===== src/rtl/riscv_pkg.sv =====
`default_nettype none
// ============================================================================
//  Module      : riscv_pkg
//  Description : Shared types and constants for the instruction-fetch front
//                end. Holds the fetch FSM state type and the buffered
//                {instruction, pc} entry.
//  Revision    : 1.0 - initial release
// ============================================================================
package riscv_pkg;

    localparam int XLEN = 32;

    localparam logic [XLEN-1:0] RESET_VECTOR_DEFAULT = 32'h0000_0000;

    typedef enum logic [0:0] {
        BOOT = 1'b0,
        RUN  = 1'b1
    } fetch_state_t;

    typedef struct packed {
        logic [XLEN-1:0] instr;
        logic [XLEN-1:0] pc;
    } fetch_entry_t;

endpackage
`default_nettype wire


===== src/rtl/fetch_buffer.sv =====
`default_nettype none
// ============================================================================
//  Module      : fetch_buffer
//  Description : Small synchronous FIFO of fetch entries with push, pop and
//                flush. The head entry is read straight out of the storage
//                registers, so it is stable while nothing is popped.
//  Revision    : 1.0 - initial release
// ============================================================================
module fetch_buffer
    import riscv_pkg::*;
#(
    parameter int DEPTH = 2
) (
    input  logic                           clk,
    input  logic                           rst_n,
    input  logic                           i_push,
    input  fetch_entry_t                   i_data,
    input  logic                           i_pop,
    input  logic                           i_flush,
    output fetch_entry_t                   o_head,
    output logic [$clog2(DEPTH + 1)-1:0]   o_count,
    output logic                           o_full,
    output logic                           o_empty
);

    localparam int              c_AW   = (DEPTH > 1) ? $clog2(DEPTH) : 1;
    localparam int              c_CW   = $clog2(DEPTH + 1);
    localparam logic [c_AW-1:0] c_LAST = c_AW'(DEPTH - 1);

    fetch_entry_t    r_mem [DEPTH];
    logic [c_AW-1:0] r_rd_ptr;
    logic [c_AW-1:0] r_wr_ptr;
    logic [c_CW-1:0] r_count;
    logic            w_pop;

    // Popping an empty FIFO is ignored so the count can never underflow.
    assign w_pop = i_pop && (r_count != '0);

    // Pointer increment that wraps for any depth, not just powers of two.
    function automatic logic [c_AW-1:0] f_next(input logic [c_AW-1:0] ptr);
        return (ptr == c_LAST) ? '0 : ptr + c_AW'(1);
    endfunction

    // Storage, pointers and occupancy; flush discards everything at once.
    always_ff @(posedge clk or negedge rst_n) begin
        if (!rst_n) begin
            for (int i = 0; i < DEPTH; i++) begin
                r_mem[i] <= '0;
            end
            r_rd_ptr <= '0;
            r_wr_ptr <= '0;
            r_count  <= '0;
        end else if (i_flush) begin
            r_rd_ptr <= '0;
            r_wr_ptr <= '0;
            r_count  <= '0;
        end else begin
            if (i_push) begin
                r_mem[r_wr_ptr] <= i_data;
                r_wr_ptr        <= f_next(r_wr_ptr);
            end
            if (w_pop) begin
                r_rd_ptr <= f_next(r_rd_ptr);
            end
            r_count <= r_count + c_CW'(i_push) - c_CW'(w_pop);
        end
    end

    assign o_head  = r_mem[r_rd_ptr];
    assign o_count = r_count;
    assign o_full  = (r_count == c_CW'(DEPTH));
    assign o_empty = (r_count == '0);

endmodule
`default_nettype wire


===== src/rtl/fetch_unit.sv =====
`default_nettype none
// ============================================================================
//  Module      : fetch_unit
//  Description : Instruction-fetch front end. Owns the PC, issues in-order
//                word reads to instruction memory, buffers returned words
//                and hands {instruction, pc} to decode. A redirect from
//                decode restarts fetch and discards all in-flight reads.
//  Revision    : 1.0 - initial release
// ============================================================================
module fetch_unit
    import riscv_pkg::*;
#(
    parameter logic [XLEN-1:0] RESET_VECTOR = RESET_VECTOR_DEFAULT,
    parameter int              BUF_DEPTH    = 2
) (
    input  logic            clk,
    input  logic            rst_n,
    output logic            imem_req_valid,
    input  logic            imem_req_ready,
    output logic [XLEN-1:0] imem_req_addr,
    input  logic            imem_resp_valid,
    input  logic [XLEN-1:0] imem_resp_data,
    output logic            inst_valid,
    input  logic            inst_ready,
    output logic [XLEN-1:0] instruction,
    output logic [XLEN-1:0] inst_pc,
    input  logic            redirect,
    input  logic [XLEN-1:0] redirect_target,
    output logic            fetch_misaligned
);

    localparam int              c_CW  = $clog2(BUF_DEPTH + 1);
    localparam logic [c_CW:0]   c_CAP = (c_CW + 1)'(BUF_DEPTH);

    fetch_state_t    r_state;
    logic [XLEN-1:0] r_pc;
    logic [c_CW-1:0] r_outstanding;
    logic [c_CW-1:0] r_drop_cnt;
    logic            r_req_valid;
    logic            r_misaligned;

    logic            w_req_fire;
    logic            w_resp_fire;
    logic            w_deq;
    logic            w_buf_push;
    logic [c_CW-1:0] w_outstanding_next;
    logic [c_CW-1:0] w_count_next;
    logic [c_CW:0]   w_level_next;

    fetch_entry_t    w_buf_wdata;
    fetch_entry_t    w_buf_head;
    logic [c_CW-1:0] w_buf_count;
    logic            w_buf_full;
    logic            w_buf_empty;

    fetch_entry_t    w_tag_wdata;
    fetch_entry_t    w_tag_head;
    logic [c_CW-1:0] w_tag_count;
    logic            w_tag_full;
    logic            w_tag_empty;

    // A response with nothing outstanding is a leftover from before reset.
    assign w_req_fire  = r_req_valid & imem_req_ready;
    assign w_resp_fire = imem_resp_valid & (r_outstanding != '0);
    assign w_deq       = inst_valid & inst_ready;
    assign w_buf_push  = w_resp_fire & (r_drop_cnt == '0) & ~redirect;

    // Next-cycle occupancy drives the registered issue decision, so the
    // request valid never has a combinational path from redirect.
    assign w_outstanding_next = r_outstanding + c_CW'(w_req_fire) - c_CW'(w_resp_fire);
    assign w_count_next       = redirect ? '0
                              : (w_buf_count + c_CW'(w_buf_push) - c_CW'(w_deq));
    assign w_level_next       = {1'b0, w_outstanding_next} + {1'b0, w_count_next};

    assign w_tag_wdata = '{instr: '0, pc: r_pc};
    assign w_buf_wdata = '{instr: imem_resp_data, pc: w_tag_head.pc};

    // Tag queue: pc of every issued read, popped by every response (kept or
    // dropped) so tags stay aligned with the in-order response stream.
    fetch_buffer #(
        .DEPTH   (BUF_DEPTH)
    ) u_tag_q (
        .clk     (clk),
        .rst_n   (rst_n),
        .i_push  (w_req_fire),
        .i_data  (w_tag_wdata),
        .i_pop   (w_resp_fire),
        .i_flush (1'b0),
        .o_head  (w_tag_head),
        .o_count (w_tag_count),
        .o_full  (w_tag_full),
        .o_empty (w_tag_empty)
    );

    // Instruction buffer presented to decode; a redirect empties it.
    fetch_buffer #(
        .DEPTH   (BUF_DEPTH)
    ) u_inst_buf (
        .clk     (clk),
        .rst_n   (rst_n),
        .i_push  (w_buf_push),
        .i_data  (w_buf_wdata),
        .i_pop   (w_deq),
        .i_flush (redirect),
        .o_head  (w_buf_head),
        .o_count (w_buf_count),
        .o_full  (w_buf_full),
        .o_empty (w_buf_empty)
    );

    // Fetch FSM, PC, in-flight/drop counters and registered handshake outputs.
    always_ff @(posedge clk or negedge rst_n) begin
        if (!rst_n) begin
            r_state       <= BOOT;
            r_pc          <= RESET_VECTOR;
            r_outstanding <= '0;
            r_drop_cnt    <= '0;
            r_req_valid   <= 1'b0;
            r_misaligned  <= 1'b0;
        end else begin
            case (r_state)
                BOOT: r_state <= RUN;
                RUN:  r_state <= RUN;
            endcase
            r_req_valid   <= (w_level_next < c_CAP);
            r_outstanding <= w_outstanding_next;
            r_misaligned  <= redirect & (|redirect_target[1:0]);
            if (redirect) begin
                // Every read still in flight after this edge belongs to the
                // old path, including one accepted in this very cycle.
                r_pc       <= {redirect_target[XLEN-1:2], 2'b00};
                r_drop_cnt <= w_outstanding_next;
            end else begin
                if (w_req_fire) begin
                    r_pc <= r_pc + 32'd4;
                end
                if (w_resp_fire && (r_drop_cnt != '0)) begin
                    r_drop_cnt <= r_drop_cnt - c_CW'(1);
                end
            end
        end
    end

    assign imem_req_valid   = r_req_valid;
    assign imem_req_addr    = r_pc;
    assign inst_valid       = ~w_buf_empty;
    assign instruction      = w_buf_head.instr;
    assign inst_pc          = w_buf_head.pc;
    assign fetch_misaligned = r_misaligned;

    // The issue rule reserves a buffer slot for every read in flight.
    a_buf_overflow : assert property (@(posedge clk) disable iff (!rst_n)
        !(w_buf_push && w_buf_full && !w_deq));
    a_tag_overflow : assert property (@(posedge clk) disable iff (!rst_n)
        !(w_req_fire && w_tag_full && !w_resp_fire));
    a_tag_tracking : assert property (@(posedge clk) disable iff (!rst_n)
        (w_tag_count == r_outstanding) && (w_tag_empty == (r_outstanding == '0))
        && (w_tag_head.instr == '0));

endmodule
`default_nettype wire


===== config.mk =====
export PLATFORM = sky130hd
export DESIGN_NAME = fetch_unit
export DESIGN_NICKNAME = d
export VERILOG_FILES = /design/src/rtl/riscv_pkg.sv /design/src/rtl/fetch_buffer.sv /design/src/rtl/fetch_unit.sv
export SDC_FILE = /design/constraint.sdc
export NUM_CORES = 1
export LEC_CHECK = 0
export CAP_MARGIN = 20
export CORE_MARGIN = 10
export CORE_UTILIZATION = 64
export DETAILED_ROUTE_END_ITERATION = 10
export DONT_BUFFER_PORTS = 1
export PLACE_DENSITY = 0.88
export SKIP_LAST_GASP = 1
export SLEW_MARGIN = 20
export SYNTH_ARGS = -nofsm -noshare
export SYNTH_HDL_FRONTEND = slang
export SYNTH_SLANG_ARGS = --single-unit
export TNS_END_PERCENT = 5

===== constraint.sdc =====
create_clock -name clk -period 2.95 [get_ports clk]
set_input_delay 0.59 -clock clk [delete_from_list [all_inputs] [get_ports clk]]
set_output_delay 0.59 -clock clk [all_outputs]
set_load 0.01 [all_outputs]

==> metrics.txt, run 1 <==
relative slew slack a little over a third; first-pass GRT wire length 37400 microns; compound-cell area share of the yosys netlist around 3.7%; crit path launch r_outstanding[1]; n_diodes 0; Post-Synth XOR/XNOR Area 1.69%; pin count of the biggest net entering global routing approximately 230; Max-cap violations 0; clk buf depth 3; run status finished with violations; crit path launch type register; placed cell count 966; Yosys cell types 37; CP Data Required Time 3.33 ns; Worst Hold Class input port to asynchronous set/reset pin; clk slew on worst S/H paths roughly 0.060 ns; hold_ws -0.222 ns; critical path's most frequent cell inv_1; Fmax around 0.37 GHz; count of state elements after synthesis 228; core area 15900 sq um; final instance area 11400 sq um; vias post-DR ~6.3k; initial antenna violation count 0; Congestion Overflow GR 0; Final #Nets around 860; Via density 6.26; Boundary Pins approximately 170; Final Critical Period about 2.7 ns; kind of critical path register to register; YS warnings 0; Mapped Area approximately 10000 sq um; Clock Skew 0.0284 ns; Area after DPL between 10000 and 15000 sq um; filler cell count in the final layout 1061; later-pin clock latency in the skew report 0.51 ns; CTS Buf Count 24; peak supply drop 0.639 mV; HPWL after detailed placement 15600 microns; R2R Path Start r_outstanding[1]; Crit path arrival time around 3 ns; Area Growth Syn to Fin 9.70%; worst-path fanout max 3; pwr dens 1040 nW/um^2; Routed WL 23100 microns; Sink Count ~230; final hold viol count 228; routed len/inst 23.0 microns; H-Tree Depth 1; Placer Congestion 0.801; register area 5710 sq um; GRT Overall Usage 21.0%; Multi-input gate area roughly 4400 sq um; Cell Chain, Critical Path o21ai_0 -> inv_1 -> ha_1 -> inv_1 -> ha_1 -> xnor2_1 -> xnor2_1 -> inv_1 -> fa_1 -> and2_1; Post-Syn Instances 783; num rows 46; CP max stage delay 0.49 ns; die height 147 microns; setup TNS 0 ns; Post-Synth Adder-Cell Area between 1 and 1.5%; die area 21700 sq um; setup violators final 0; vias in the first global route 6953; CP endpoint kind register; failing checks hold timing; sequential-to-total area share from yosys stat 55.1%; fin crit share 91.9%; slowest CP cell fa_1; Final Max Tran Viols 0; layout cells sized above 1 between 40% and 50%; remaining antenna violation count 0; TritonCTS clock tree done; Die X 147 microns; Least-Margin Pin Slew 0.953 ns; number of port buffers 0; multiplexer area fraction after synthesis 29.0%; RSZ-0062 raised after global routing false; main combinational cell family by area after synthesis multiplexers; Post-Layout Cell Count 1007; simple-gate share of the synthesized area 6.50%; DR pass1 iterations 5; Synth Area per Inst around 13 sq um; LEAKAGE 5.05 nW; Starting Density approximately 65%; Iter 0 DRT Violations 416; clk root buf clkbuf_16; Residual DRC 0
[metal layers]
metal | share of wire (%) | vias to the layer above | global-route usage (%)
met2 | 53 | 206 | 36.9
met5 | 0 | - | 0
met3 | 7.0 | 51 | 5.25
met4 | 2.8 | 0 | 7.43
li1 | - | 2803 | -
met1 | 37 | 3247 | 24.3
[power by group]
group | internal, mW | switching, mW
Clock | 1.85 | 1.15
Combinational | 2.00 | 1.79
Sequential | 4.34 | 0.711
[area by class of cell]
| class | count | area share (%) |
|---|---|---|
| timing repair buffer | 15 | 1.10 |
| clock buffer | 37 | 6.70 |
| inverter | 15 | 0.496 |
| clock inverter | 4 | 0.396 |
| multi-input combinational | 492 | 38.7 |
| sequential | 228 | 50.2 |
| tap | 216 | 2.38 |
[what timing repair did]
action,CTS,global route
setup buffers,0,0
endpoints found under the hold margin,228,228
gates resized for setup,0,0
[metrics by stage]
step | power [mW] | util [%] | worst slack (ns)
after floorplan | 7.96 | - | 0.537
after global placement | 8.59 | 66.5 | 0.431
after detailed placement | 8.94 | 66.5 | 0.234
after CTS | 12.0 | 71.5 | 0.249
after global routing | 12.5 | 71.5 | 0.102
final | 11.8 | 71.5 | 0.238
[placed cells by master, fill, tap and decap left out, types with 5 or more instances in the layout]
cell | Yosys | routed
nand4_1 | 9 | 9
dfrtp_1 | 228 | 227
nor2_1 | 26 | 26
clkbuf_8 | 0 | 9
clkbuf_16 | 0 | 25
xor2_1 | 11 | 11
ha_1 | 9 | 9
and4_1 | 5 | 5
mux2_2 | 265 | 265
buf_4 | 4 | 14
o31ai_1 | 14 | 14
nand3_1 | 12 | 11
xnor2_1 | 9 | 9
nand2_1 | 39 | 38
inv_1 | 14 | 14
a31oi_1 | 18 | 18
or4_1 | 16 | 16
o21ai_0 | 27 | 27
[cell usage after synthesis]
library cell | n | area, sq um
buf_1 | 7 | 26.3
fa_1 | 1 | 20.0
a211o_1 | 1 | 8.76
conb_1 | 1 | 3.75
buf_2 | 14 | 70.1
nand4_1 | 9 | 56.3
o31ai_1 | 14 | 105
and3_1 | 1 | 6.26
or4_1 | 16 | 120
and4_1 | 5 | 43.8
o311ai_0 | 1 | 8.76
nor4b_1 | 1 | 8.76
or3_2 | 3 | 22.5
xor2_1 | 11 | 96.3
xnor2_1 | 9 | 78.8
nor2b_1 | 1 | 6.26
o21ai_0 | 27 | 135
buf_4 | 4 | 30.0
nand4_2 | 1 | 12.5
o211ai_1 | 1 | 7.51
nor4_1 | 1 | 6.26
nand2_1 | 39 | 146
a21oi_1 | 1 | 5.00
a31oi_1 | 18 | 113
ha_1 | 9 | 113
clkinv_1 | 1 | 3.75
nor2_1 | 26 | 97.6
mux2i_1 | 2 | 20.0
nand3_1 | 12 | 60.1
dfrtp_1 | 228 | 5710
or4_2 | 2 | 17.5
and2_1 | 4 | 25.0
clkbuf_1 | 26 | 97.6
or3_1 | 3 | 18.8
or2_2 | 4 | 25.0
inv_1 | 14 | 52.6
mux2_2 | 265 | 2980
[path summary, 6_finish.rpt]
check | end | slack [ns] | cells past startpoint
min in group clk | u_inst_buf.o_count[1] | 0.16 | 1
max in group asynchronous | u_inst_buf.r_mem[14] | 2.82 | 0
min | u_tag_q.r_mem[86] | -0.22 | 0
max reg2reg | imem_req_valid | 0.24 | 10
max | imem_req_valid | 0.24 | 10
min reg2reg | u_tag_q.r_mem[9] | 0.48 | 2
[flip-flops by register name (all words and copies together), names as in the netlist, 2 cells and up]
signal              count
imem_req_addr          30
r_drop_cnt              2
r_outstanding           2
u_inst_buf.o_count      2
u_inst_buf.r_mem      124
u_tag_q.o_count         2
u_tag_q.r_mem          60
[cells by family after synthesis]
group                    after synthesis
multiplexers                         267
flip-flops                           228
AND/OR/NAND/NOR                      128
buffers and inverters                 66
AO/OA/AOI/OAI                         63
XOR/XNOR                              20
adder cells (fa/ha/maj)               10
other                                  1
[critical path: cells and delay by family (launching register included)]
family	cells	cell delay [ns]
AO/OA/AOI/OAI	1	0.35
XOR/XNOR	2	0.43
adder cells (fa/ha/maj)	3	0.98
buffers and inverters	3	0.30
flip-flops	1	0.40
AND/OR/NAND/NOR	1	0.15
Note: power is estimated with default switching activity, not from simulation.
==> run 2, diff against run 1 <==
--- a/config.mk
+++ b/config.mk
@@ -6,14 +6,14 @@
 export NUM_CORES = 1
 export LEC_CHECK = 0
 export CAP_MARGIN = 20
-export CORE_MARGIN = 10
-export CORE_UTILIZATION = 64
+export CORE_MARGIN = 4
+export CORE_UTILIZATION = 41
 export DETAILED_ROUTE_END_ITERATION = 10
 export DONT_BUFFER_PORTS = 1
-export PLACE_DENSITY = 0.88
+export PLACE_DENSITY = 0.63
 export SKIP_LAST_GASP = 1
 export SLEW_MARGIN = 20
 export SYNTH_ARGS = -nofsm -noshare
 export SYNTH_HDL_FRONTEND = slang
 export SYNTH_SLANG_ARGS = --single-unit
-export TNS_END_PERCENT = 5
+export TNS_END_PERCENT = 10
==> run 2 against run 1 <==
Against the previous run:
- the flow still finishes with violations (hold timing)
- final area rose by 2.3%
- via count is 3.5% lower
- utilization fell by 24 points
- combinational power decreased by 2%
- hold slack worse by 0.0070 ns
- power rose by 0.13%
- flip-flop and latch count unchanged
- global-route usage decreased by 4.6 points
==> metrics.txt, run 2 (synthesis results as in run 1) <==
n_diodes 0 (unchanged); Worst Hold Class input port to asynchronous set/reset pin (unchanged); Max-cap violations 0 (unchanged); peak supply drop 0.481 mV (was 0.639 mV); Largest register FFs 124 (unchanged); LEAKAGE 5.11 nW (was 5.05 nW); Final Critical Period 2.62 ns (was 2.71 ns); Via density 5.40 (was 6.26); Placer Congestion 0.728 (was 0.801); Final #Nets 863 (was 856); Die X 167 microns (was 147 microns); commonest non-fill, non-tap cells in the layout mux2_2 (265), dfrtp_1 (227), nand2_1 (38) (unchanged); vias post-DR 6085 (was 6307); layout cells sized above 1 42.8% (was 42.0%); TritonCTS clock tree done (unchanged); GRT Overall Usage 16.4% (was 21.0%); Fmax 0.382 GHz (was 0.369 GHz); Iter 0 DRT Violations 309 (was 416); fin crit share 88.7% (was 91.9%); HPWL after detailed placement 14900 microns (was 15600 microns); DR pass1 iterations 5 (unchanged); crit path launch u_inst_buf.r_rd_ptr (was r_outstanding[1]); Area after DPL 10800 sq um (was 10600 sq um); clk root buf clkbuf_16 (unchanged); hold_ws -0.229 ns (was -0.222 ns); vias in the first global route 6378 (was 6953); die area 27900 sq um (was 21700 sq um); most flop-heavy register u_inst_buf.r_mem (unchanged); Residual DRC 0 (unchanged); setup TNS 0 ns (unchanged); core area 24600 sq um (was 15900 sq um); number of port buffers 0 (unchanged); total power 11.9 mW (was 11.8 mW); CP endpoint kind primary output (was register); CTS Buf Count 26 (was 24); relative slew slack 59.6% (was 36.4%); later-pin clock latency in the skew report 0.52 ns (was 0.51 ns); clk slew on worst S/H paths 0.06 ns (about the same); filler cell count in the final layout 2218 (was 1061); worst-path fanout max 32 (was 3); Starting Density 42.1% (was 65.2%); final hold viol count 228 (unchanged); Cell Chain, Critical Path buf_4 -> mux2_2 (was o21ai_0 -> inv_1 -> ha_1 -> inv_1 -> ha_1 -> xnor2_1 -> xnor2_1 -> inv_1 -> fa_1 -> and2_1); Final Max Tran Viols 0 (unchanged); num rows 57 (was 46); Layout Utilization 47.2% (was 71.5%); RSZ-0062 raised after global routing false (unchanged); post-place setup slack 0.362 ns (was 0.234 ns); Area Growth Syn to Fin 12.2% (was 9.70%); H-Tree Depth 1 (unchanged); first-pass GRT wire length 37500 microns (was 37400 microns); Crit path arrival time 2.03 ns (was 3.09 ns); final instance area 11600 sq um (was 11400 sq um); CP max stage delay 0.78 ns (was 0.49 ns); Least-Margin Pin Slew 0.606 ns (was 0.953 ns); Sink Count 228 (unchanged); run status finished with violations (unchanged); kind of critical path register to primary output (was register to register); Post-CTS Setup Inserts 0 (unchanged); CP Data Required Time 2.36 ns (was 3.33 ns); pwr dens 1020 nW/um^2 (was 1040 nW/um^2); initial antenna violation count 1 (was 0); setup violators final 0 (unchanged); Boundary Pins 169 (unchanged); routed len/inst 20.5 microns (was 23.0 microns); post-route setup slack 0.333 ns (was 0.238 ns); slowest CP cell dfrtp_4 (was fa_1); die height 167 microns (was 147 microns); most common cell after layout, fill and taps aside mux2_2 (unchanged); pin count of the biggest net entering global routing 229 (unchanged); remaining antenna violation count 0 (unchanged); clk buf depth 3 (unchanged); Congestion Overflow GR 0 (unchanged); failing checks hold timing (unchanged); post_cts resized 0 (unchanged); Clock Skew 0.0142 ns (was 0.0284 ns); Routed WL 23100 microns (about the same); crit path launch type register (unchanged); R2R Path Start r_outstanding[1] (unchanged)
-- run 2: area by class of cell --
class	count	area [sq um]	share of cell area, %
clock buffers	33	728	6.27
well taps	324	405	3.49
multi-input cells	492	4400	37.9
inverters	15	56.3	0.485
flip-flops and latches	228	5710	49.1
clock inverters	14	104	0.894
repair buffers	20	213	1.83
-- run 2: path summary, 6_finish.rpt --
kind	slack [ns]	end	cells past startpoint
max	0.33	inst_pc[18]	2
min	-0.23	fetch_misaligned	0
max reg2reg	0.42	imem_req_valid	10
min reg2reg	0.47	u_tag_q.r_mem[18]	2
max in group asynchronous	2.87	u_inst_buf.r_mem[50]	0
min in group clk	0.14	u_inst_buf.r_rd_ptr	1
-- run 2: worst max-delay path: cells and delay by family, from the launching register on --
family	cells	cell delay (ns)
buf+inv	1	0.32
mux	1	0.41
flops	1	0.78
-- run 2: metal layers --
| layer | up-vias | routed length, microns | global-route usage, % |
|---|---|---|---|
| met5 | - | 14 | 0 |
| met4 | 2 | 586 | 4.30 |
| met3 | 46 | 1240 | 4.24 |
| met2 | 137 | 10900 | 26.2 |
| met1 | 3091 | 10300 | 22.4 |
| li1 | 2809 | - | - |
-- run 2: stage by stage --
stage / hold WS (ns) / std cells
floorplan: 0.294 / 786
global placement: 0.306 / 1079
detailed placement: 0.305 / 1079
CTS: -0.255 / 1126
global route: -0.261 / 1126
finish: -0.229 / 1126
-- run 2: power by group --
| part | switching, mW | leakage, nW | internal, mW |
|---|---|---|---|
| logic | 1.66 | 1.87 | 2.04 |
| clock network | 1.27 | 0.415 | 1.83 |
| registers | 0.722 | 2.83 | 4.34 |
| total | 3.65 | 5.11 | 8.21 |
